--- config.mk ---
export PLATFORM = sky130hd
export DESIGN_NAME = vga_sync_decoder
export DESIGN_NICKNAME = d
export VERILOG_FILES = /design/src/rtl/vga_sync_decoder.sv
export SDC_FILE = /design/constraint.sdc
export NUM_CORES = 1
export LEC_CHECK = 0
export CAP_MARGIN = 10
export CORE_ASPECT_RATIO = 1.1
export CORE_UTILIZATION = 56
export CTS_BUF_LIST = sky130_fd_sc_hd__clkbuf_2 sky130_fd_sc_hd__clkbuf_4 sky130_fd_sc_hd__clkbuf_8
export DETAILED_ROUTE_END_ITERATION = 6
export PLACE_DENSITY = 0.92
export SYNTH_ARGS = -nofsm -noshare
export SYNTH_HDL_FRONTEND = slang
export SYNTH_SLANG_ARGS = --single-unit
--- constraint.sdc ---
create_clock -name clk_100m -period 3.7 [get_ports clk_100m]
set_input_delay 0.555 -clock clk_100m [delete_from_list [all_inputs] [get_ports clk_100m]]
set_output_delay 0.555 -clock clk_100m [all_outputs]
set_load 0.1 [all_outputs]
--- src/rtl/vga_sync_decoder.sv ---
// Receive-side VGA monitor: samples pin-level hsync/vsync/RGB on pixel enables,
// recovers pixel coordinates, colour and frame boundaries, and tracks timing lock.
module vga_sync_decoder #(
    parameter int H_ACTIVE        = 640,
    parameter int H_SYNC          = 96,
    parameter int H_BP            = 48,
    parameter int H_TOTAL         = 800,
    parameter int V_ACTIVE        = 480,
    parameter int V_SYNC          = 2,
    parameter int V_BP            = 33,
    parameter int V_TOTAL         = 525,
    parameter bit SYNC_ACTIVE_LOW = 1'b1,
    parameter int LOCK_FRAMES     = 2
) (
    input  logic        clk_100m,
    input  logic        rstn,
    input  logic        pix_ce,
    input  logic        vga_hsync,
    input  logic        vga_vsync,
    input  logic [3:0]  vga_red,
    input  logic [3:0]  vga_green,
    input  logic [3:0]  vga_blue,
    output logic        px_valid,
    output logic [9:0]  px_x,
    output logic [9:0]  px_y,
    output logic [11:0] px_rgb,
    output logic        frame_start,
    output logic        locked,
    output logic [11:0] meas_h_total,
    output logic [10:0] meas_v_total,
    output logic [7:0]  err_count
);

    localparam logic [11:0] C_H_START     = 12'(H_SYNC + H_BP);
    localparam logic [11:0] C_H_END       = 12'(H_SYNC + H_BP + H_ACTIVE);
    localparam logic [10:0] C_V_START     = 11'(V_SYNC + V_BP);
    localparam logic [10:0] C_V_END       = 11'(V_SYNC + V_BP + V_ACTIVE);
    localparam logic [9:0]  C_PX_X0       = 10'(H_SYNC + H_BP);
    localparam logic [9:0]  C_PX_Y0       = 10'(V_SYNC + V_BP);
    localparam logic [12:0] C_H_TOTAL     = 13'(H_TOTAL);
    localparam logic [11:0] C_V_TOTAL     = 12'(V_TOTAL);
    localparam logic [8:0]  C_LOCK_FRAMES = 9'(LOCK_FRAMES);
    localparam logic [11:0] C_H_MAX       = 12'hFFF;
    localparam logic [10:0] C_V_MAX       = 11'h7FF;
    localparam logic [7:0]  C_ERR_MAX     = 8'hFF;

    typedef enum logic [1:0] {
        ST_SEARCH  = 2'd0,
        ST_MEASURE = 2'd1,
        ST_LOCKED  = 2'd2
    } state_t;

    // Sync edge detection
    logic        w_hs_n;
    logic        w_vs_n;
    logic        w_hs_edge;
    logic        w_vs_edge;
    logic        r_hs_prev;
    logic        r_vs_prev;

    // Line / frame measurement
    logic [11:0] r_h_cnt;
    logic [10:0] r_v_cnt;
    logic [12:0] w_h_len;
    logic [11:0] w_v_len;
    logic [11:0] r_meas_h;
    logic [10:0] r_meas_v;
    logic        r_h_ref;
    logic        r_v_ref;
    logic        w_line_err;
    logic        w_frame_len_bad;
    logic        w_frame_err;
    logic        w_frame_clean;
    logic        r_frame_start;

    // Lock FSM
    state_t      r_state;
    state_t      w_state_nxt;
    logic [7:0]  r_good;
    logic [7:0]  w_good_nxt;
    logic [8:0]  w_good_inc;
    logic        r_ferr;
    logic        w_ferr_nxt;
    logic        r_locked;
    logic        w_locked_nxt;
    logic        w_err_inc;
    logic [7:0]  r_err_count;

    // Pixel recovery
    logic        w_in_h;
    logic        w_in_v;
    logic        w_px_hit;
    logic [9:0]  w_px_x;
    logic [9:0]  w_px_y;
    logic        r_px_valid;
    logic [9:0]  r_px_x;
    logic [9:0]  r_px_y;
    logic [11:0] r_px_rgb;

    assign w_hs_n    = SYNC_ACTIVE_LOW ? ~vga_hsync : vga_hsync;
    assign w_vs_n    = SYNC_ACTIVE_LOW ? ~vga_vsync : vga_vsync;
    assign w_hs_edge = pix_ce & w_hs_n & ~r_hs_prev;
    assign w_vs_edge = pix_ce & w_vs_n & ~r_vs_prev;

    // Lengths are one wider than the counters so a saturated count still reports as too long.
    assign w_h_len = {1'b0, r_h_cnt} + 13'd1;
    assign w_v_len = {1'b0, r_v_cnt} + 12'd1;

    assign w_line_err      = w_hs_edge & r_h_ref & (w_h_len != C_H_TOTAL);
    assign w_frame_len_bad = (w_v_len != C_V_TOTAL);
    assign w_frame_err     = w_vs_edge & r_v_ref & w_frame_len_bad;
    assign w_frame_clean   = ~r_ferr & ~w_line_err & ~w_frame_len_bad;
    assign w_good_inc      = {1'b0, r_good} + 9'd1;

    // Sync history, position counters and line/frame length measurement
    always_ff @(posedge clk_100m) begin
        if (!rstn) begin
            r_hs_prev     <= 1'b0;
            r_vs_prev     <= 1'b0;
            r_h_cnt       <= 12'd0;
            r_v_cnt       <= 11'd0;
            r_meas_h      <= 12'd0;
            r_meas_v      <= 11'd0;
            r_h_ref       <= 1'b0;
            r_v_ref       <= 1'b0;
            r_frame_start <= 1'b0;
        end else begin
            r_frame_start <= w_vs_edge;
            if (pix_ce) begin
                r_hs_prev <= w_hs_n;
                r_vs_prev <= w_vs_n;
                if (w_hs_edge) begin
                    r_h_cnt  <= 12'd0;
                    r_meas_h <= w_h_len[12] ? C_H_MAX : w_h_len[11:0];
                    r_h_ref  <= 1'b1;
                end else if (r_h_cnt != C_H_MAX) begin
                    r_h_cnt <= r_h_cnt + 12'd1;
                end
                // A coincident vsync edge restarts the frame and swallows the line increment.
                if (w_vs_edge) begin
                    r_v_cnt  <= 11'd0;
                    r_meas_v <= w_v_len[11] ? C_V_MAX : w_v_len[10:0];
                    r_v_ref  <= 1'b1;
                end else if (w_hs_edge && (r_v_cnt != C_V_MAX)) begin
                    r_v_cnt <= r_v_cnt + 11'd1;
                end
            end
        end
    end

    // Lock FSM state register
    always_ff @(posedge clk_100m) begin
        if (!rstn) begin
            r_state <= ST_SEARCH;
        end else begin
            r_state <= w_state_nxt;
        end
    end

    // Lock FSM next-state decode
    always_comb begin
        w_state_nxt = r_state;
        case (r_state)
            ST_SEARCH: begin
                if (w_vs_edge) begin
                    w_state_nxt = ST_MEASURE;
                end else begin
                    w_state_nxt = ST_SEARCH;
                end
            end
            ST_MEASURE: begin
                if (w_vs_edge && w_frame_clean && (w_good_inc >= C_LOCK_FRAMES)) begin
                    w_state_nxt = ST_LOCKED;
                end else begin
                    w_state_nxt = ST_MEASURE;
                end
            end
            ST_LOCKED: begin
                if (w_line_err || w_frame_err) begin
                    w_state_nxt = ST_SEARCH;
                end else begin
                    w_state_nxt = ST_LOCKED;
                end
            end
            default: begin
                w_state_nxt = ST_SEARCH;
            end
        endcase
    end

    // Lock FSM outputs: good-frame count, frame-error flag, lock and error strobe
    always_comb begin
        w_good_nxt   = r_good;
        w_ferr_nxt   = r_ferr;
        w_locked_nxt = r_locked;
        w_err_inc    = 1'b0;
        case (r_state)
            ST_SEARCH: begin
                w_locked_nxt = 1'b0;
                if (w_vs_edge) begin
                    w_good_nxt = 8'd0;
                    w_ferr_nxt = 1'b0;
                end else begin
                    w_good_nxt = r_good;
                    w_ferr_nxt = r_ferr;
                end
            end
            ST_MEASURE: begin
                if (w_vs_edge) begin
                    w_good_nxt   = w_frame_clean ? w_good_inc[7:0] : 8'd0;
                    w_ferr_nxt   = 1'b0;
                    w_locked_nxt = (w_state_nxt == ST_LOCKED);
                end else begin
                    w_ferr_nxt   = r_ferr | w_line_err;
                    w_locked_nxt = 1'b0;
                end
            end
            ST_LOCKED: begin
                if (w_line_err || w_frame_err) begin
                    w_locked_nxt = 1'b0;
                    w_err_inc    = 1'b1;
                    w_good_nxt   = 8'd0;
                end else begin
                    w_locked_nxt = 1'b1;
                end
            end
            default: begin
                w_locked_nxt = 1'b0;
                w_good_nxt   = 8'd0;
                w_ferr_nxt   = 1'b0;
            end
        endcase
    end

    // Lock FSM datapath registers and saturating error counter
    always_ff @(posedge clk_100m) begin
        if (!rstn) begin
            r_good      <= 8'd0;
            r_ferr      <= 1'b0;
            r_locked    <= 1'b0;
            r_err_count <= 8'd0;
        end else begin
            r_good   <= w_good_nxt;
            r_ferr   <= w_ferr_nxt;
            r_locked <= w_locked_nxt;
            if (w_err_inc && (r_err_count != C_ERR_MAX)) begin
                r_err_count <= r_err_count + 8'd1;
            end
        end
    end

    assign w_in_h   = (r_h_cnt >= C_H_START) && (r_h_cnt < C_H_END);
    assign w_in_v   = (r_v_cnt >= C_V_START) && (r_v_cnt < C_V_END);
    assign w_px_hit = pix_ce & r_locked & w_in_h & w_in_v;
    assign w_px_x   = r_h_cnt[9:0] - C_PX_X0;
    assign w_px_y   = r_v_cnt[9:0] - C_PX_Y0;

    // Recovered pixel; coordinates and colour hold while no pixel is being reported
    always_ff @(posedge clk_100m) begin
        if (!rstn) begin
            r_px_valid <= 1'b0;
            r_px_x     <= 10'd0;
            r_px_y     <= 10'd0;
            r_px_rgb   <= 12'd0;
        end else begin
            r_px_valid <= w_px_hit;
            if (w_px_hit) begin
                r_px_x   <= w_px_x;
                r_px_y   <= w_px_y;
                r_px_rgb <= {vga_red, vga_green, vga_blue};
            end
        end
    end

    assign px_valid     = r_px_valid;
    assign px_x         = r_px_x;
    assign px_y         = r_px_y;
    assign px_rgb       = r_px_rgb;
    assign frame_start  = r_frame_start;
    assign locked       = r_locked;
    assign meas_h_total = r_meas_h;
    assign meas_v_total = r_meas_v;
    assign err_count    = r_err_count;

endmodule

Word-level counts from Yosys, hierarchy flattened
Index checks and enable logic that the tools add are counted.
{"block": "totals", "register_bits": 104, "latchBits": 0, "ram_bits": 0, "rom_bits": 0, "input_bits": 17, "out_inout_bits": 66, "wordCells": 103, "mem_count": 0}
{"block": "classes", "add_sub_neg": 8, "n_mul": 0, "div": 0, "n_lt_le_gt_ge": 5, "n_eq_ne": 11, "shifts": 0, "mux": 23, "bitwise_logic": 22, "reduce_logical": 16}
{"operator": "12-bit two-way mux", "n": 3}
{"operator": "11-bit two-way mux", "n": 3}
{"operator": "8-bit two-way mux", "n": 4}
{"operator": "8-bit case mux with 3 select lines", "n": 1}
{"operator": "12-bit by 1-bit adder with 13-bit output (second input constant)", "n": 1}
{"operator": "1-bit bitwise AND", "n": 13}
{"operator": "13-bit by 10-bit inequality test with 1-bit output (second input constant)", "n": 1}
{"operator": "11-bit by 1-bit adder with 12-bit output (second input constant)", "n": 1}
{"operator": "12-bit by 1-bit adder with 12-bit output (second input constant)", "n": 1}
{"operator": "12-bit by 8-bit >= comparator with 1-bit output (second input constant)", "n": 1}
{"operator": "12-bit by 10-bit less-than comparator with 1-bit output (second input constant)", "n": 1}
{"operator": "12-bit by 10-bit inequality test with 1-bit output (second input constant)", "n": 1}
{"operator": "12-bit inequality test (second input constant)", "n": 1}
{"operator": "11-bit by 1-bit adder with 11-bit output (second input constant)", "n": 1}
{"operator": "11-bit by 6-bit >= comparator with 1-bit output (second input constant)", "n": 1}
{"operator": "11-bit by 10-bit less-than comparator with 1-bit output (second input constant)", "n": 1}
{"operator": "11-bit inequality test (second input constant)", "n": 1}
{"operator": "2-bit AND reduction", "n": 5}
{"operator": "10-bit by 6-bit subtractor with 10-bit output (second input constant)", "n": 1}
{"operator": "10-bit by 8-bit subtractor with 10-bit output (second input constant)", "n": 1}
{"operator": "8-bit by 1-bit adder with 9-bit output (second input constant)", "n": 1}
{"operator": "9-bit by 2-bit >= comparator with 1-bit output (second input constant)", "n": 1}
{"operator": "8-bit by 1-bit adder with 8-bit output (second input constant)", "n": 1}
{"operator": "8-bit inequality test (second input constant)", "n": 1}
{"operator": "15 further kinds", "n": 38}

Logic depth before layout (Yosys ltp)
{"block": "depth", "ltp_word": 15, "depth_mapped": 10, "mapped_depth_nobuf": 8}

Least setup slack after synthesis
Ideal clock, no wire load.
{"block": "synth_timing", "path_kind": "reg2reg", "start": "register r_v_cnt[1]", "end": "register r_good[1]", "setup_ps": 70, "arrival_ps": 2670, "t_required_ps": 3630, "setup_slack_ps": 959, "stages_incl_launch_ff": 10, "path_buffers": 1, "path_cell_list": "dfxtp_1 ha_1 buf_4 nand3_2 nor4_4 mux2i_1 nand3_2 nor4b_4 or3b_1 a21oi_1"}
{"block": "synth_between", "elab_chain_cells": 7, "elab_cells_between_ends": 11}
{"element": "from (decl)", "line_no": "63", "text": "logic [10:0] r_v_cnt;"}
{"element": "from (signal assigned)", "line_no": "145", "text": "r_v_cnt <= r_v_cnt + 11'd1;"}
{"element": "11-bit by 1-bit adder with 12-bit output *", "line_no": "107", "text": "assign w_v_len = {1'b0, r_v_cnt} + 12'd1;"}
{"element": "12-bit by 10-bit inequality test with 1-bit output *", "line_no": "110", "text": "assign w_frame_len_bad = (w_v_len != C_V_TOTAL);"}
{"element": "1-bit NOT", "line_no": "112", "text": "assign w_frame_clean = ~r_ferr & ~w_line_err & ~w_frame_len_bad;"}
{"element": "1-bit bitwise AND", "line_no": "112"}
{"element": "8-bit two-way mux", "line_no": "210", "text": "w_good_nxt = w_frame_clean ? w_good_inc[7:0] : 8'd0;"}
{"element": "8-bit two-way mux", "line_no": "209", "text": "if (w_vs_edge) begin"}
{"element": "8-bit case mux with 3 select lines", "line_no": "197", "text": "case (r_state)"}
{"element": "to (signal assigned)", "line_no": "243", "text": "r_good <= w_good_nxt;"}
{"element": "to (decl)", "line_no": "79", "text": "logic [7:0] r_good;"}
Mark *: on every way between the ends. The rest lies on a longest branch, timed or not. The select of a mux whose other input is x is not followed.
A chain may end at the register's enable or synchronous reset.

Worst setup path in the final report
{"block": "layout_timing", "start": "register r_v_cnt[0]", "end": "register r_good[1]"}
The elaborated chain is that of the path after synthesis.

==> flow_summary.toml <==
[clock_network]
post_cts_buffers = 0
postCtsResizedCells = 0
cts_buffer_depth = 2
clk_latency_ns = 0.38
cts_tree = "built"
cts_hold_buf = 0
htreeDepth = 3
path_clk_slew_ns = 0.10
cts_root_buf = "clkbuf_8"
clock-sinks = 104
numCtsBuffers = 9

[layout]
utilization = 0.6989
synthToLayoutAreaGrowth_pct = 20.54
final_nets = 709
diodes = 0
fin_area_sq_um = 6233
drive_gt1_frac = 0.06442

[place]
placed_area_sq_um = 6008
io_buffers = 82
place_congestion = 0.9150
dp_hpwl_um = 8815

[yosys]
synthDistinctLibCells = 66
ys_warn_count = 0
ys.flop_type = "dfxtp_1"
synth_nets = 651
synth_top_family_by_area = "simple AND/OR/NAND/NOR gates"
synth-simple-area-share = 0.2267
async_reset_ff_frac = 0
synth_edf_count = 0
synth_xor_area_frac = 0.06581
syn_inst = 620
ys_ff_latch = 104
synth_compound_area_frac = 0.1793
syn_area_per_cell_sq_um = 8.341
synthMuxAreaShare = 0.03678
synthAdderAreaFrac = 0.03387
ys_seq_area_frac = 0.4026
syn_area_sq_um = 5171

[sta]
maxSlewViolCount = 0
max_clock_freq_mhz = 306.7
finalSetupViolations = 0
worst_slew_pin_slew_ns = 1.005
tns_ns = 0
skew_ns = 0.009244
relSlewSlack = 0.3277
hold_viol = 0
rsz0062_at_grt = "false"
period_share = 0.8812
layout_min_cycle_time_ns = 3.260

[run]
timing.max_cap.violations = 0

[floorplan]
die_w_um = 93.63
initial_core_util = 0.5798
fp.coreArea_sq_um = 8919
die_y_um = 102.8
die_area_sq_um = 9623
rows = 36
num_io_pins = 83

[routing]
remaining_drc_errors = 0
wire_per_inst_um = 15.90
first_pass_iters = 5
vias = 4699
drtIter0Drc = 365
routed_via_density = 5.896
wirelength_um = 12670
antenna_left = 0

[global_route]
grt_start_max_net_pins = 57
grt_pass1_wl_um = 20960
antenna_found_initial = 0
grt-ovfl-total = 0
track_usage = 0.2739
grt_pass1_vias = 4430

[setup_path]
r2r_setup_slack_ns = 0.44
critPathCaptureType = "register"
arrival_ns = 3.57
r2r-start = "r_v_cnt[0]"
r2r_end = "r_good[1]"
ff2ff_path_depth = 8
cp_max_fo = 11
path_class = "reg -> reg"
cp-start-kind = "register"
worstPathRequired_ns = 4.01

[pwr]
p_leak_nw = 2.281
powerDensity_nw_per_um2 = 350.4
peakVddDrop_mv = 0.2617

[min_path]
hp-class = "reg -> reg"
holdPathStages = 2
min_to = "meas_h_total[8]"
hold_start = "meas_h_total[8]"

[run_status]
status = "finished clean"
## metal layers
metal	global-route usage	part of all wire	up-vias
met5	0	0	-
met4	0.08402	0.015	0
met3	0.06711	0.070	20
met2	0.4796	0.50	190
met1	0.3335	0.42	2219
li1	-	-	2270
## power breakdown
group | leakage [nW] | switching (mW) | internal (mW)
Clock | 0.109 | 0.388 | 0.406
Combinational | 1.33 | 0.172 | 0.0651
Sequential | 0.842 | 0.0154 | 1.14
Total | 2.28 | 0.576 | 1.61
## placed cells by master (no fill, tap or decap), types with 2 or more instances in the layout
cell               n
clkbuf_8          10
a21o_1             3
bufinv_16          2
or3_1             12
nor3b_2            2
and3_1             6
xor2_1             8
a31oi_1            8
o21ai_0           32
inv_1             20
dfxtp_1          104
buf_4              7
nand4_4            2
a311oi_1           2
nand4_1            4
nand2_1           41
xnor2_1           29
a22oi_1            2
mux2i_1           19
o31ai_1            4
nor2_1           100
nor3_1            18
o21ai_2            2
or4_1              3
clkinvlp_4         2
nand3b_1           3
o21a_1             2
a31oi_4            2
ha_1              14
a211oi_1           3
nand3_1           23
o22ai_1            6
nor4_1             2
nand2b_1           2
clkdlybuf4s50_1   82
a21oi_1           66
nand3_2            3
o211ai_1           3
## area by class of cell
| class | instances | area (sq um) |
|---|---|---|
| multi-input cells | 452 | 2828 |
| fillers | 668 | 2685 |
| flip-flops and latches | 104 | 2082 |
| repair buffers | 89 | 873.3 |
| clock buffers | 11 | 145.1 |
| well taps | 114 | 142.6 |
| inverters | 22 | 82.58 |
| clock inverters | 5 | 80.08 |
## how the worst max path moves through the flow
stage	cells past startpoint	endpoint	slack (ns)	start
floorplan	9	r_good[1]	0.96	r_v_cnt[1]
global placement	8	r_good[1]	0.62	r_v_cnt[0]
detailed placement	8	r_good[1]	0.52	r_v_cnt[0]
CTS	8	r_good[1]	0.47	r_v_cnt[0]
global route	8	r_good[1]	0.20	r_v_cnt[0]
finish	8	r_good[1]	0.44	r_v_cnt[0]
## cell usage after synthesis (all sizes together), types with 19 or more instances
master,instances,area share
dfxtp,104,0.40
nor2,100,0.073
a21oi,66,0.064
nand2,41,0.030
o21ai,35,0.035
xnor2,29,0.049
nand3,26,0.028
clkbuf,22,0.016
inv,21,0.015
buf,20,0.023
mux2i,19,0.037
nor3,19,0.021
## cells by family (layout without fill, tap and decap cells)
kind of cell             count (synthesis)  after routing
multiplexers                            19             19
adder cells (fa/ha/maj)                 14             14
AO/OA/AOI/OAI                          148            148
flip-flops                             104            104
AND/OR/NAND/NOR                        233            233
XOR/XNOR                                38             38
buffers and inverters                   64            127
## metrics by stage
stage,setup slack (ns),hold slack (ns),total power [mW],cells
2_1_floorplan,0.9594,0.4402,1.343,620
3_3_place_gp,0.6219,0.4476,1.407,781
3_5_place_dp,0.5163,0.4557,1.414,781
4_1_cts,0.4699,0.4678,2.190,797
5_1_grt,0.2018,0.4996,2.246,797
6_report,0.4396,0.4694,2.184,797
## critical path, stage by stage (launching register included)
cell and delay [ns]:
dfxtp_1 0.53, ha_1 0.40, nand3_2 0.21, nor4_4 0.40, mux2i_1 0.46, nand3_2 0.19
nor4b_4 0.48, or3b_1 0.39, a21oi_1 0.13
## sequential cells by signal, summed over array words and instances, names as in the netlist, 10 cells and up
register / cells
r_v_cnt: 11
px_rgb: 12
px_x: 10
meas_v_total: 11
px_y: 10
meas_h_total: 12
r_h_cnt: 12
No activity file was read; power rests on OpenSTA's default activity.
